==> src/rtl/fir_mac_sched.sv <==
`default_nettype none
// +----------------------------------------------------------------------------+
// | Module   : fir_mac_sched                                                   |
// | Brief    : FIR multiply-accumulate scheduler driving a fixed-latency FPALU. |
// |            Optional job counter enabled by macro FIR_SCHED_PERF_EN.        |
// | Revision : 1.0  initial release                                            |
// +----------------------------------------------------------------------------+
module fir_mac_sched #(
  parameter int NTAP    = 8,
  parameter int ALU_LAT = 4,
  parameter int AW      = 3
) (
  input  logic          clk,
  input  logic          rst_n,
  input  logic          start,
  input  logic          abort,
  output logic          busy,
  output logic          done,
  output logic [AW-1:0] tap_addr,
  output logic          alu_issue,
  output logic          alu_add_muln,
  output logic          prod_we,
  output logic          acc_we,
  output logic          acc_clr,
  output logic [15:0]   perf_jobs
);

  localparam int            c_wait_w    = 4;
  localparam logic [3:0]    c_last_wait = c_wait_w'(ALU_LAT - 1);
  localparam logic [3:0]    c_wait_one  = 4'd1;
  localparam logic [AW-1:0] c_last_tap  = AW'(NTAP - 1);
  localparam logic [AW-1:0] c_tap_one   = AW'(1);

  typedef enum logic [2:0] {
    S_IDLE      = 3'd0,
    S_MUL_ISSUE = 3'd1,
    S_MUL_WAIT  = 3'd2,
    S_ADD_ISSUE = 3'd3,
    S_ADD_WAIT  = 3'd4,
    S_DONE      = 3'd5
  } state_t;

  state_t        r_state;
  state_t        w_state_nxt;
  logic [AW-1:0] r_tap;
  logic [AW-1:0] w_tap_nxt;
  logic [3:0]    r_wait;
  logic [3:0]    w_wait_nxt;
  logic          w_wait_last;

  always_ff @(posedge clk or negedge rst_n) begin
    if (!rst_n) begin
      r_state <= S_IDLE;
      r_tap   <= '0;
      r_wait  <= '0;
    end else begin
      r_state <= w_state_nxt;
      r_tap   <= w_tap_nxt;
      r_wait  <= w_wait_nxt;
    end
  end

  assign w_wait_last = (r_wait == c_last_wait);
  assign tap_addr    = r_tap;

  always_comb begin
    w_state_nxt  = r_state;
    w_tap_nxt    = r_tap;
    w_wait_nxt   = r_wait;
    busy         = 1'b1;
    done         = 1'b0;
    alu_issue    = 1'b0;
    alu_add_muln = 1'b1;
    prod_we      = 1'b0;
    acc_we       = 1'b0;
    acc_clr      = 1'b0;

    case (r_state)
      S_IDLE: begin
        busy = 1'b0;
        // rst_n term keeps acc_clr low while reset is held with start high
        if (start && !abort && rst_n) begin
          w_state_nxt = S_MUL_ISSUE;
          w_tap_nxt   = '0;
          acc_clr     = 1'b1;
        end
      end
      S_MUL_ISSUE: begin
        alu_issue    = 1'b1;
        alu_add_muln = 1'b0;
        w_wait_nxt   = '0;
        w_state_nxt  = S_MUL_WAIT;
      end
      S_MUL_WAIT: begin
        alu_add_muln = 1'b0;
        if (w_wait_last) begin
          prod_we     = 1'b1;
          w_wait_nxt  = '0;
          w_state_nxt = S_ADD_ISSUE;
        end else begin
          w_wait_nxt = r_wait + c_wait_one;
        end
      end
      S_ADD_ISSUE: begin
        alu_issue   = 1'b1;
        w_wait_nxt  = '0;
        w_state_nxt = S_ADD_WAIT;
      end
      S_ADD_WAIT: begin
        if (w_wait_last) begin
          acc_we     = 1'b1;
          w_wait_nxt = '0;
          if (r_tap < c_last_tap) begin
            w_tap_nxt   = r_tap + c_tap_one;
            w_state_nxt = S_MUL_ISSUE;
          end else begin
            w_state_nxt = S_DONE;
          end
        end else begin
          w_wait_nxt = r_wait + c_wait_one;
        end
      end
      S_DONE: begin
        done        = 1'b1;
        w_state_nxt = S_IDLE;
      end
      default: begin
        w_state_nxt = S_IDLE;
      end
    endcase

    // abort kills the job before any result write or completion is signalled
    if (r_state != S_IDLE && abort) begin
      w_state_nxt = S_IDLE;
      w_wait_nxt  = '0;
      w_tap_nxt   = r_tap;
      done        = 1'b0;
      prod_we     = 1'b0;
      acc_we      = 1'b0;
    end
  end

`ifdef FIR_SCHED_PERF_EN
  logic [15:0] r_perf_jobs;

  always_ff @(posedge clk or negedge rst_n) begin
    if (!rst_n) begin
      r_perf_jobs <= '0;
    end else if (done && (r_perf_jobs != 16'hFFFF)) begin
      r_perf_jobs <= r_perf_jobs + 16'd1;
    end
  end

  assign perf_jobs = r_perf_jobs;
`else
  assign perf_jobs = 16'h0000;
`endif

endmodule
`default_nettype wire
==> config.mk <==
export PLATFORM = sky130hd
export DESIGN_NAME = fir_mac_sched
export DESIGN_NICKNAME = d
export VERILOG_FILES = /design/src/rtl/fir_mac_sched.sv
export SDC_FILE = /design/constraint.sdc
export NUM_CORES = 1
export LEC_CHECK = 0
export CAP_MARGIN = 40
export CORE_MARGIN = 10
export CORE_UTILIZATION = 45
export CTS_BUF_LIST = sky130_fd_sc_hd__clkbuf_8
export CTS_CLUSTER_DIAMETER = 30
export CTS_CLUSTER_SIZE = 24
export DETAILED_ROUTE_END_ITERATION = 6
export MAX_ROUTING_LAYER = met4
export PLACE_DENSITY = 0.81
export RECOVER_POWER = 100
export SLEW_MARGIN = 5
export SYNTH_ARGS = -nofsm -noshare
export SYNTH_HDL_FRONTEND = slang
export SYNTH_SLANG_ARGS = --single-unit
==> constraint.sdc <==
create_clock -name clk -period 3.29 [get_ports clk]
set_input_delay 0.329 -clock clk [delete_from_list [all_inputs] [get_ports clk]]
set_output_delay 0.329 -clock clk [all_outputs]
set_load 0.05 [all_outputs]
==> metrics, run 1 <==
CP required=2.96 ns; Tmin final=2.72 ns; row count=15; GRT overflow=0; Syn Inst Count=91; post-CTS setup buffers=0; Worst EP arrival=2.39 ns; Cell Pwr Density=684 nW/um^2; RSZ-0062 raised after global routing=no; post-route ant nets=0; CORE AREA=1730 sq um; post-route insts no fill=130; final setup margin=0.573 ns; dpl cell area=895 sq um; Routed WL=1.75 mm; CP endpoint kind=output pin; Cell variety after synth=36; via/cell ratio=4.99; run status=finished, final reports clean; largest net degree at the start of global routing=14; Async SR Flop Fraction=100%; post-synthesis simple-gate area fraction=27.5%; Initial Util=47.1%; drt first pass iters=2; max_cap viols=0; clk root buf=clkbuf_8; CTS max path bufs=2; startpoint types=input pin; most frequent CP cell=dlygate4sd3_1; dpl cells=126; post-synth top area share=30.8%; Core Util, Final=54.1%; Yosys reg bits=10; Residual DRC=0; # clock sinks=10; Max-Slew Margin vs Limit=62.9%; # fillers=164; top cells by area, synth=dfrtp_1 (31%), buf_4 (16%), ha_1 (3.1%), nand2b_1 (3.1%), nor4b_4 (2.9%); RD Place Congestion=0.829; largest area contributor in the netlist=dfrtp_1; sequential area share after synthesis=30.8%; main combinational cell family by area after synthesis=simple AND/OR/NAND/NOR gates; Peak supply drop=0.487 mV; Starting DRT DRC Count=7; setup violators final=0; CTS H-tree lvls=1; Adder-Cell Fraction of Synth Area=3.08%; Slew Limit Fails=0; Hold Crit Class=flop to flop; number of antenna diodes=0; number of global-route vias before repair=636; port buffer count=13; hpwl dp=1.38 mm; Resized cells post-CTS=0; Skew-Pair Late Insertion Delay=0.24 ns; synth warn=0; vias=649; mux cell area share after synthesis=0%; most common cell after layout, fill and taps aside=conb_1; All-Layer GR Usage=9.30%; first-pass GRT wire length=3.00 mm; Leakage Power=0.455 nW; Setup TNS Final=0 ns; Routed WL per cell=13.4 microns; number of synthesized flops with an enable pin=0; final net count=112; Slowest-stage cell, CP=dlygate4sd3_1; TritonCTS Buffers=3; average cell area after synthesis=8.94 sq um; Die W=62.5 microns; Period Utilization, post-route=82.6%; final instance area=935 sq um; hold buffers post-CTS=0; Die Y=62.5 microns; fmax=368 MHz; area grow syn2layout=14.9%; Synth Flop Type=dfrtp_1; Worst Clk Skew=0.00184 ns; share of post-route cells with drive strength above 1=5.71%; Synth Area in Compound Gates=16.5%; Slew @ Worst Pin=0.557 ns; total die area=3910 sq um; crit path max fanout=8; Worst-path clk slew=0.05 ns; critical path type=input pin to output pin; CTS tree=yes; Fin. Hold Viols=0; crit path cell chain=dlygate4sd3_1 > nor2_1 > nand2_1 > nor3_1 > dlygate4sd3_1; initial antenna violation count=0; Place WS=0.695 ns; CP peak stage delay=0.89 ns; Post-Synth XOR/XNOR Area=2.15%; Mapped Area=813 sq um; num ports=30; most frequent cells in the layout=conb_1 (16), dlygate4sd3_1 (12), dfrtp_1 (10)
==> worst max-delay path: cells and delay by family <==
| family | cells | cell delay [ns] |
|---|---|---|
| simple gates | 3 | 0.51 |
| buf+inv | 2 | 1.54 |
==> synthesized netlist by cell type, types with 2 or more instances <==
master / count
a21oi_1: 4
o211ai_1: 2
o22ai_1: 2
nor3_1: 3
nand2_1: 6
buf_4: 17
dfrtp_1: 10
o21ai_1: 4
a31oi_1: 2
and3_1: 2
ha_1: 2
xor2_1: 2
inv_1: 4
nand2b_1: 4
nor2_1: 3
nor2b_1: 3
nor3b_1: 2
==> per-layer routing <==
| layer | up-vias | wire length, microns | global-route usage [%] |
|---|---|---|---|
| met5 | - | 0 | - |
| met4 | 0 | 27 | 5.03 |
| met3 | 2 | 99 | 2.87 |
| met2 | 19 | 787 | 13.5 |
| met1 | 308 | 831 | 11.2 |
| li1 | 320 | - | - |
==> registers in the layout, indices dropped and copies added (netlist names) <==
name / count
r_wait: 4
r_state: 3
tap_addr: 3
==> cells by family (layout without fill, tap and decap cells) <==
logic type | Yosys count | in the layout
AO/OA/AOI/OAI | 19 | 19
XOR/XNOR | 2 | 2
adder cells (fa/ha/maj) | 2 | 2
buffers and inverters | 23 | 22
flip-flops | 10 | 10
other | 1 | 16
AND/OR/NAND/NOR | 34 | 34
==> where the power goes <==
part           leakage, nW  switching, mW  internal [mW]
sequential           0.137         0.0428          0.143
combinational        0.289          0.201         0.0927
clock               0.0288         0.0534          0.106
==> per-stage QoR <==
step	power, mW	hold WS [ns]
final	0.639	0.528
after global routing	0.676	0.590
after CTS	0.659	0.471
after detailed placement	0.500	0.529
after global placement	0.496	0.515
after floorplan	0.450	0.0334
==> path summary, 6_finish.rpt <==
| path | depth (start not counted) | slack [ns] | from | to |
|---|---|---|---|---|
| setup / recovery | 5 | 0.57 | abort | prod_we |
| hold / removal | 1 | 0.53 | tap_addr[0]$_DFFE_PN0P_ | tap_addr[0]$_DFFE_PN0P_ |
| setup reg to reg | 4 | 1.83 | r_wait[1]$_DFFE_PN0P_ | r_state[2]$_DFFE_PN0P_ |
| hold reg to reg | 1 | 0.53 | tap_addr[0]$_DFFE_PN0P_ | tap_addr[0]$_DFFE_PN0P_ |
| max in group asynchronous | 2 | 2.27 | rst_n | r_wait[1]$_DFFE_PN0P_ |
| min in group asynchronous | 2 | 0.65 | rst_n | tap_addr[2]$_DFFE_PN0P_ |
==> cell type report <==
class	instances	area (sq um)	share of cell area (%)
multi-input combinational	73	449	48.1
sequential	10	250	26.8
timing repair buffer	14	134	14.3
clock buffer	4	55.1	5.89
tap	25	31.3	3.35
inverter	4	15.0	1.61
No activity file was read; power rests on OpenSTA's default activity.
==> run 2: changes to the inputs <==
--- a/config.mk
+++ b/config.mk
@@ -7,13 +7,13 @@
 export LEC_CHECK = 0
 export CAP_MARGIN = 40
 export CORE_MARGIN = 10
-export CORE_UTILIZATION = 45
+export CORE_UTILIZATION = 41
 export CTS_BUF_LIST = sky130_fd_sc_hd__clkbuf_8
 export CTS_CLUSTER_DIAMETER = 30
 export CTS_CLUSTER_SIZE = 24
 export DETAILED_ROUTE_END_ITERATION = 6
 export MAX_ROUTING_LAYER = met4
-export PLACE_DENSITY = 0.81
+export PLACE_DENSITY = 0.78
 export RECOVER_POWER = 100
 export SLEW_MARGIN = 5
 export SYNTH_ARGS = -nofsm -noshare
==> constraint.sdc (replaced) <==
create_clock -name clk -period 2.2 [get_ports clk]
set_input_delay 0.22 -clock clk [delete_from_list [all_inputs] [get_ports clk]]
set_output_delay 0.22 -clock clk [all_outputs]
set_load 0.05 [all_outputs]
==> run 2 against run 1 <==
- flip-flop and latch count unchanged
- register-to-register slack worse by 1.1 ns
- clock power grew 47%
- via count grew 7.1%
- utilization is 3.6 points lower
- power up 53%
- global-route usage shrank 0.18 points
- die area rose by 6.6%
- sequential power increased by 37%
- sequential share of layout area shrank 1.0 points
==> metrics, run 2 (synthesized netlist as in run 1, its figures left out) <==
Worst-path clk slew=0.05 ns (about the same); most common cell after layout, fill and taps aside=conb_1 (unchanged); CTS tree=yes (unchanged); crit path max fanout=10 (was 8); All-Layer GR Usage=9.12% (was 9.30%); GRT overflow=0 (unchanged); CP Buf/Inv Count=1 (was 2); DR WL met2=798 microns (was 787 microns); metal3 WL=116 microns (was 99 microns); initial antenna violation count=0 (unchanged); WL met1=914 microns (was 831 microns); Hold Crit Class=input pin to async pin (was flop to flop); number of antenna diodes=0 (unchanged); drt first pass iters=4 (was 2); Starting DRT DRC Count=19 (was 7); Max-Slew Margin vs Limit=59.8% (was 62.9%); R2R Setup Slk=0.70 ns (was 1.83 ns); post-route ant nets=0 (unchanged); Worst Clk Skew=0.000880 ns (was 0.00184 ns); clk root buf=clkbuf_8 (unchanged); TritonCTS Buffers=3 (unchanged); hold buffers post-CTS=0 (unchanged); CORE AREA=1920 sq um (was 1730 sq um); Die Y=64.5 microns (was 62.5 microns); Top Layer Used=met4 (unchanged); CP endpoint kind=output pin (unchanged); RD Place Congestion=0.893 (was 0.829); critical path type=flop to output pin (was input pin to output pin); crit path cell chain=or3_4 > clkdlybuf4s50_1 (was dlygate4sd3_1 > nor2_1 > nand2_1 > nor3_1 > dlygate4sd3_1); Setup TNS Final=0 ns (unchanged); cell family with most CP delay=buffers and inverters (unchanged); Cell Pwr Density=1010 nW/um^2 (was 684 nW/um^2); Tmin final=2.15 ns; Slowest-stage cell, CP=clkdlybuf4s50_1 (was dlygate4sd3_1); CTS max path bufs=2 (unchanged); CP required=1.98 ns (was 2.96 ns); Place WS=0.315 ns (was 0.695 ns); num ports=30 (unchanged); Core Util, Final=50.5% (was 54.1%); Die W=64.5 microns (was 62.5 microns); Leakage Power=0.470 nW (was 0.455 nW); hpwl dp=1.49 mm (was 1.38 mm); Initial Util=42.3% (was 47.1%); via/cell ratio=5.15 (was 4.99); Worst EP arrival=1.93 ns (was 2.39 ns); # clock sinks=10 (unchanged); final setup margin=0.0452 ns (was 0.573 ns); area grow syn2layout=19.4% (was 14.9%); Slew Limit Fails=0 (unchanged); first-pass GRT wire length=2.99 mm (was 3.00 mm); max reg flops=4 (unchanged); max_cap viols=0 (unchanged); Residual DRC=0 (unchanged); final instance area=971 sq um (was 935 sq um); largest net degree at the start of global routing=12 (was 14); dpl cell area=962 sq um (was 895 sq um); RSZ-0062 raised after global routing=no (unchanged); Routed WL=1.89 mm (was 1.75 mm); Fin. Hold Viols=0 (unchanged); post-CTS setup buffers=0 (unchanged); final net count=115 (was 112); Peak supply drop=0.716 mV (was 0.487 mV); Resized cells post-CTS=0 (unchanged); vias=695 (was 649); port buffer count=13 (unchanged); CTS H-tree lvls=1 (unchanged); largest register by flop count=r_wait (unchanged); setup violators final=0 (unchanged); CP peak stage delay=0.72 ns (was 0.89 ns); share of post-route cells with drive strength above 1=10.2% (was 5.71%); Routed WL per cell=14.0 microns (was 13.4 microns); Skew-Pair Late Insertion Delay=0.24 ns (about the same); run status=finished, final reports clean (unchanged); most frequent cells in the layout=conb_1 (16), dfrtp_1 (10), nand2_1 (6) (was conb_1 (16), dlygate4sd3_1 (12), dfrtp_1 (10)); Slew @ Worst Pin=0.605 ns (was 0.557 ns); startpoint types=flop (was input pin); fmax=464 MHz; total die area=4160 sq um (was 3910 sq um); number of global-route vias before repair=663 (was 636); row count=16 (was 15); Period Utilization, post-route=97.9%
-- run 2: cell count changes in the layout (fill, tap and decap cells not counted), moves of 2 or more --
cell             before  now
clkbuf_1              1    4
o21ai_1               2    0
clkdlybuf4s50_1       1    4
dlygate4sd3_1        12    4
o21ai_0               3    5
buf_12                0    2
buf_4                 0    2
-- run 2: path summary, 6_finish.rpt --
kind,cells after the start,end,from
setup / recovery,2,busy,r_state[0]$_DFFE_PN0P_
hold / removal,2,r_wait[2]$_DFFE_PN0P_,rst_n
setup reg to reg,4,tap_addr[0]$_DFFE_PN0P_,r_state[2]$_DFFE_PN0P_
hold reg to reg,1,tap_addr[0]$_DFFE_PN0P_,tap_addr[0]$_DFFE_PN0P_
max in group asynchronous,2,r_state[1]$_DFFE_PN0P_,rst_n
min in group clk,1,tap_addr[0]$_DFFE_PN0P_,tap_addr[0]$_DFFE_PN0P_
-- run 2: final cells by class --
cell class | count | area (sq um)
clock buffers | 4 | 55.1
inverters | 4 | 15.0
fillers | 204 | 951
repair buffers | 17 | 163
flip-flops and latches | 10 | 250
well taps | 27 | 33.8
multi-input cells | 73 | 454
-- run 2: where the power goes --
group | internal [mW] | total [mW] | switching (mW)
clock network | 0.158 | 0.233 | 0.0752
registers | 0.215 | 0.254 | 0.0383
logic | 0.156 | 0.491 | 0.336
total | 0.529 | 0.978 | 0.449
-- run 2: through the flow --
stage,hold WS [ns],std cells,power (mW)
after floorplan,-0.0756,106,0.674
after CTS,0.318,135,1.01
after global placement,0.519,131,0.764
final,0.523,135,0.978
after detailed placement,0.532,131,0.774
after global routing,0.581,135,1.04
-- run 2: routing by layer --
metal / up-vias / global-route usage, %
met5: - / -
met4: 0 / 6.68
met3: 6 / 1.89
met2: 35 / 11.8
met1: 331 / 12.0
li1: 323 / -
==> run 3: changes to the inputs <==
--- a/config.mk
+++ b/config.mk
@@ -7,13 +7,11 @@
 export LEC_CHECK = 0
 export CAP_MARGIN = 40
 export CORE_MARGIN = 10
-export CORE_UTILIZATION = 41
+export CORE_UTILIZATION = 30
 export CTS_BUF_LIST = sky130_fd_sc_hd__clkbuf_8
-export CTS_CLUSTER_DIAMETER = 30
 export CTS_CLUSTER_SIZE = 24
 export DETAILED_ROUTE_END_ITERATION = 6
 export MAX_ROUTING_LAYER = met4
-export PLACE_DENSITY = 0.78
 export RECOVER_POWER = 100
 export SLEW_MARGIN = 5
 export SYNTH_ARGS = -nofsm -noshare
==> run 3 against run 2 <==
- combinational power rose by 0.8%
- global-route usage shrank 1.4 points
- register-to-register slack hardly changed
- power is 1.0% lower
- clock skew is 0.0036 ns higher
- first-iteration DRC count is 26% higher
- worst hold slack gained 0.0061 ns
==> metrics, run 3 (synthesized netlist as in run 1, its figures left out) <==
run status=finished, final reports clean (unchanged); Die W=72.1 microns (was 64.5 microns); most frequent cells in the layout=conb_1 (16), dfrtp_1 (10), nand2_1 (6), dlygate4sd3_1 (6) (was conb_1 (16), dfrtp_1 (10), nand2_1 (6)); fmax=482 MHz (was 464 MHz); Period Utilization, post-route=94.2% (was 97.9%); area grow syn2layout=19.4% (unchanged); Slowest-stage cell, CP=dlygate4sd3_1 (was clkdlybuf4s50_1); Residual DRC=0 (unchanged); Fin. Hold Viols=0 (unchanged); clk root buf=clkbuf_8 (unchanged); hold buffers post-CTS=0 (unchanged); most common cell after layout, fill and taps aside=conb_1 (unchanged); max_cap viols=0 (unchanged); critical path type=flop to output pin (unchanged); hpwl dp=1.56 mm (was 1.49 mm); TritonCTS Buffers=3 (unchanged); GRT overflow=0 (unchanged); CP endpoint kind=output pin (unchanged); Hold Crit Class=input pin to async pin (unchanged); Reg2Reg Depth=4 (unchanged); final instance area=971 sq um (unchanged); Routed WL=1.97 mm (was 1.89 mm); num ports=30 (unchanged); via/cell ratio=4.86 (was 5.15); port buffer count=13 (unchanged); number of global-route vias before repair=706 (was 663); CP required=1.98 ns (about the same); Routed WL per cell=14.2 microns (was 14.0 microns); R2R Setup Slk=0.69 ns (was 0.70 ns); CORE AREA=2520 sq um (was 1920 sq um); Tmin final=2.07 ns (was 2.15 ns); post-route insts no fill=139 (was 135); Peak supply drop=0.436 mV (was 0.716 mV); first-pass GRT wire length=3.15 mm (was 2.99 mm); total net switching power=0.454 mW (was 0.449 mW); clock share of power=24.4% (was 23.8%); total die area=5190 sq um (was 4160 sq um); Worst Clk Skew=0.00450 ns (was 0.000880 ns); dpl cells=135 (was 131); multi-input logic area=454 sq um (unchanged); Cell Pwr Density=997 nW/um^2 (was 1010 nW/um^2); Worst-path clk slew=0.05 ns (about the same); total chip power=0.968 mW (was 0.978 mW); # fillers=271 (was 204); initial antenna violation count=0 (unchanged); row count=18 (was 16); vias=675 (was 695); logic gate share of total power=51.2% (was 50.3%); register area=250 sq um (unchanged); Resized cells post-CTS=0 (unchanged); Max-Slew Margin vs Limit=60.0% (was 59.8%); internal power=0.514 mW (was 0.529 mW); # clock sinks=10 (unchanged); share of post-route cells with drive strength above 1=13.8% (was 10.2%); Reg power frac=24.4% (was 25.9%); switch share=46.9% (was 45.9%); largest net degree at the start of global routing=13 (was 12); Worst R2R Start=r_state[1]$_DFFE_PN0P_ (was r_state[2]$_DFFE_PN0P_); r2r endpoint=tap_addr[1]$_DFFE_PN0P_ (was tap_addr[0]$_DFFE_PN0P_); Die Y=72.1 microns (was 64.5 microns); RD Place Congestion=0.846 (was 0.893); Leakage Power=0.464 nW (was 0.470 nW); CTS H-tree lvls=1 (unchanged); Skew-Pair Late Insertion Delay=0.24 ns (about the same); Initial Util=32.2% (was 42.3%); CP peak stage delay=0.80 ns (was 0.72 ns); Setup TNS Final=0 ns (unchanged); post-CTS setup buffers=0 (unchanged); RSZ-0062 raised after global routing=no (unchanged); crit path max fanout=4 (was 10); All-Layer GR Usage=7.69% (was 9.12%); CTS tree=yes (unchanged); Place WS=0.369 ns (was 0.315 ns); crit path cell chain=or3_1 > dlygate4sd3_1 (was or3_4 > clkdlybuf4s50_1); dpl cell area=971 sq um (was 962 sq um); final setup margin=0.127 ns (was 0.0452 ns); max reg flops=4 (unchanged); startpoint types=flop (unchanged); Worst EP arrival=1.85 ns (was 1.93 ns); drt first pass iters=4 (unchanged); Slew Limit Fails=0 (unchanged); final net count=116 (was 115); number of antenna diodes=0 (unchanged); CTS max path bufs=2 (unchanged); Starting DRT DRC Count=24 (was 19); setup violators final=0 (unchanged); largest register by flop count=r_wait (unchanged); Slew @ Worst Pin=0.602 ns (was 0.605 ns); post-route ant nets=0 (unchanged)
[run 3: worst max path at each step]
| stage | startpoint | end | slack [ns] | depth (start not counted) |
|---|---|---|---|---|
| 6_report | r_state[0]$_DFFE_PN0P_ | busy | 0.13 | 2 |
| 5_1_grt | r_wait[1]$_DFFE_PN0P_ | prod_we | 0.07 | 4 |
| 4_1_cts | r_wait[1]$_DFFE_PN0P_ | prod_we | 0.21 | 4 |
| 3_5_place_dp | abort | done | 0.37 | 4 |
| 3_3_place_gp | abort | done | 0.38 | 4 |
| 2_1_floorplan | r_state[1]$_DFFE_PN0P_ | done | 0.27 | 2 |
[run 3: routing by layer]
metal | global-route usage, % | wire length, microns | vias up
li1 | - | - | 322
met1 | 8.72 | 937 | 313
met2 | 10.9 | 837 | 31
met3 | 2.45 | 119 | 9
met4 | 6.02 | 74 | 0
met5 | - | 0 | -
[run 3: layout make-up]
class,instances,share of cell area (%)
clock buffers,4,5.67
multi-input cells,73,46.8
well taps,30,3.87
repair buffers,18,16.4
inverters,4,1.55
flip-flops and latches,10,25.8
[run 3: power groups by stage]
| stage | Combinational [mW] | Clock [mW] | Sequential (mW) |
|---|---|---|---|
| global route | 0.537 | 0.248 | 0.242 |
| finish | 0.495 | 0.236 | 0.237 |
| global placement | 0.537 | 0 | 0.240 |
| floorplan | 0.431 | 0 | 0.242 |
| CTS | 0.548 | 0.241 | 0.238 |
| detailed placement | 0.545 | 0 | 0.241 |
[run 3: stage by stage]
stage,util (%),hold WS [ns]
2_1_floorplan,-,-0.0756
3_3_place_gp,38.5,0.519
3_5_place_dp,38.5,0.532
4_1_cts,40.7,0.333
5_1_grt,38.5,0.582
6_report,38.5,0.530
[run 3: worst max-delay path: cells and delay by family (launching register included)]
kind / cells / cell delay, ns
buffers and inverters: 1 / 0.80
DFF: 1 / 0.37
and+or+nand+nor: 1 / 0.45
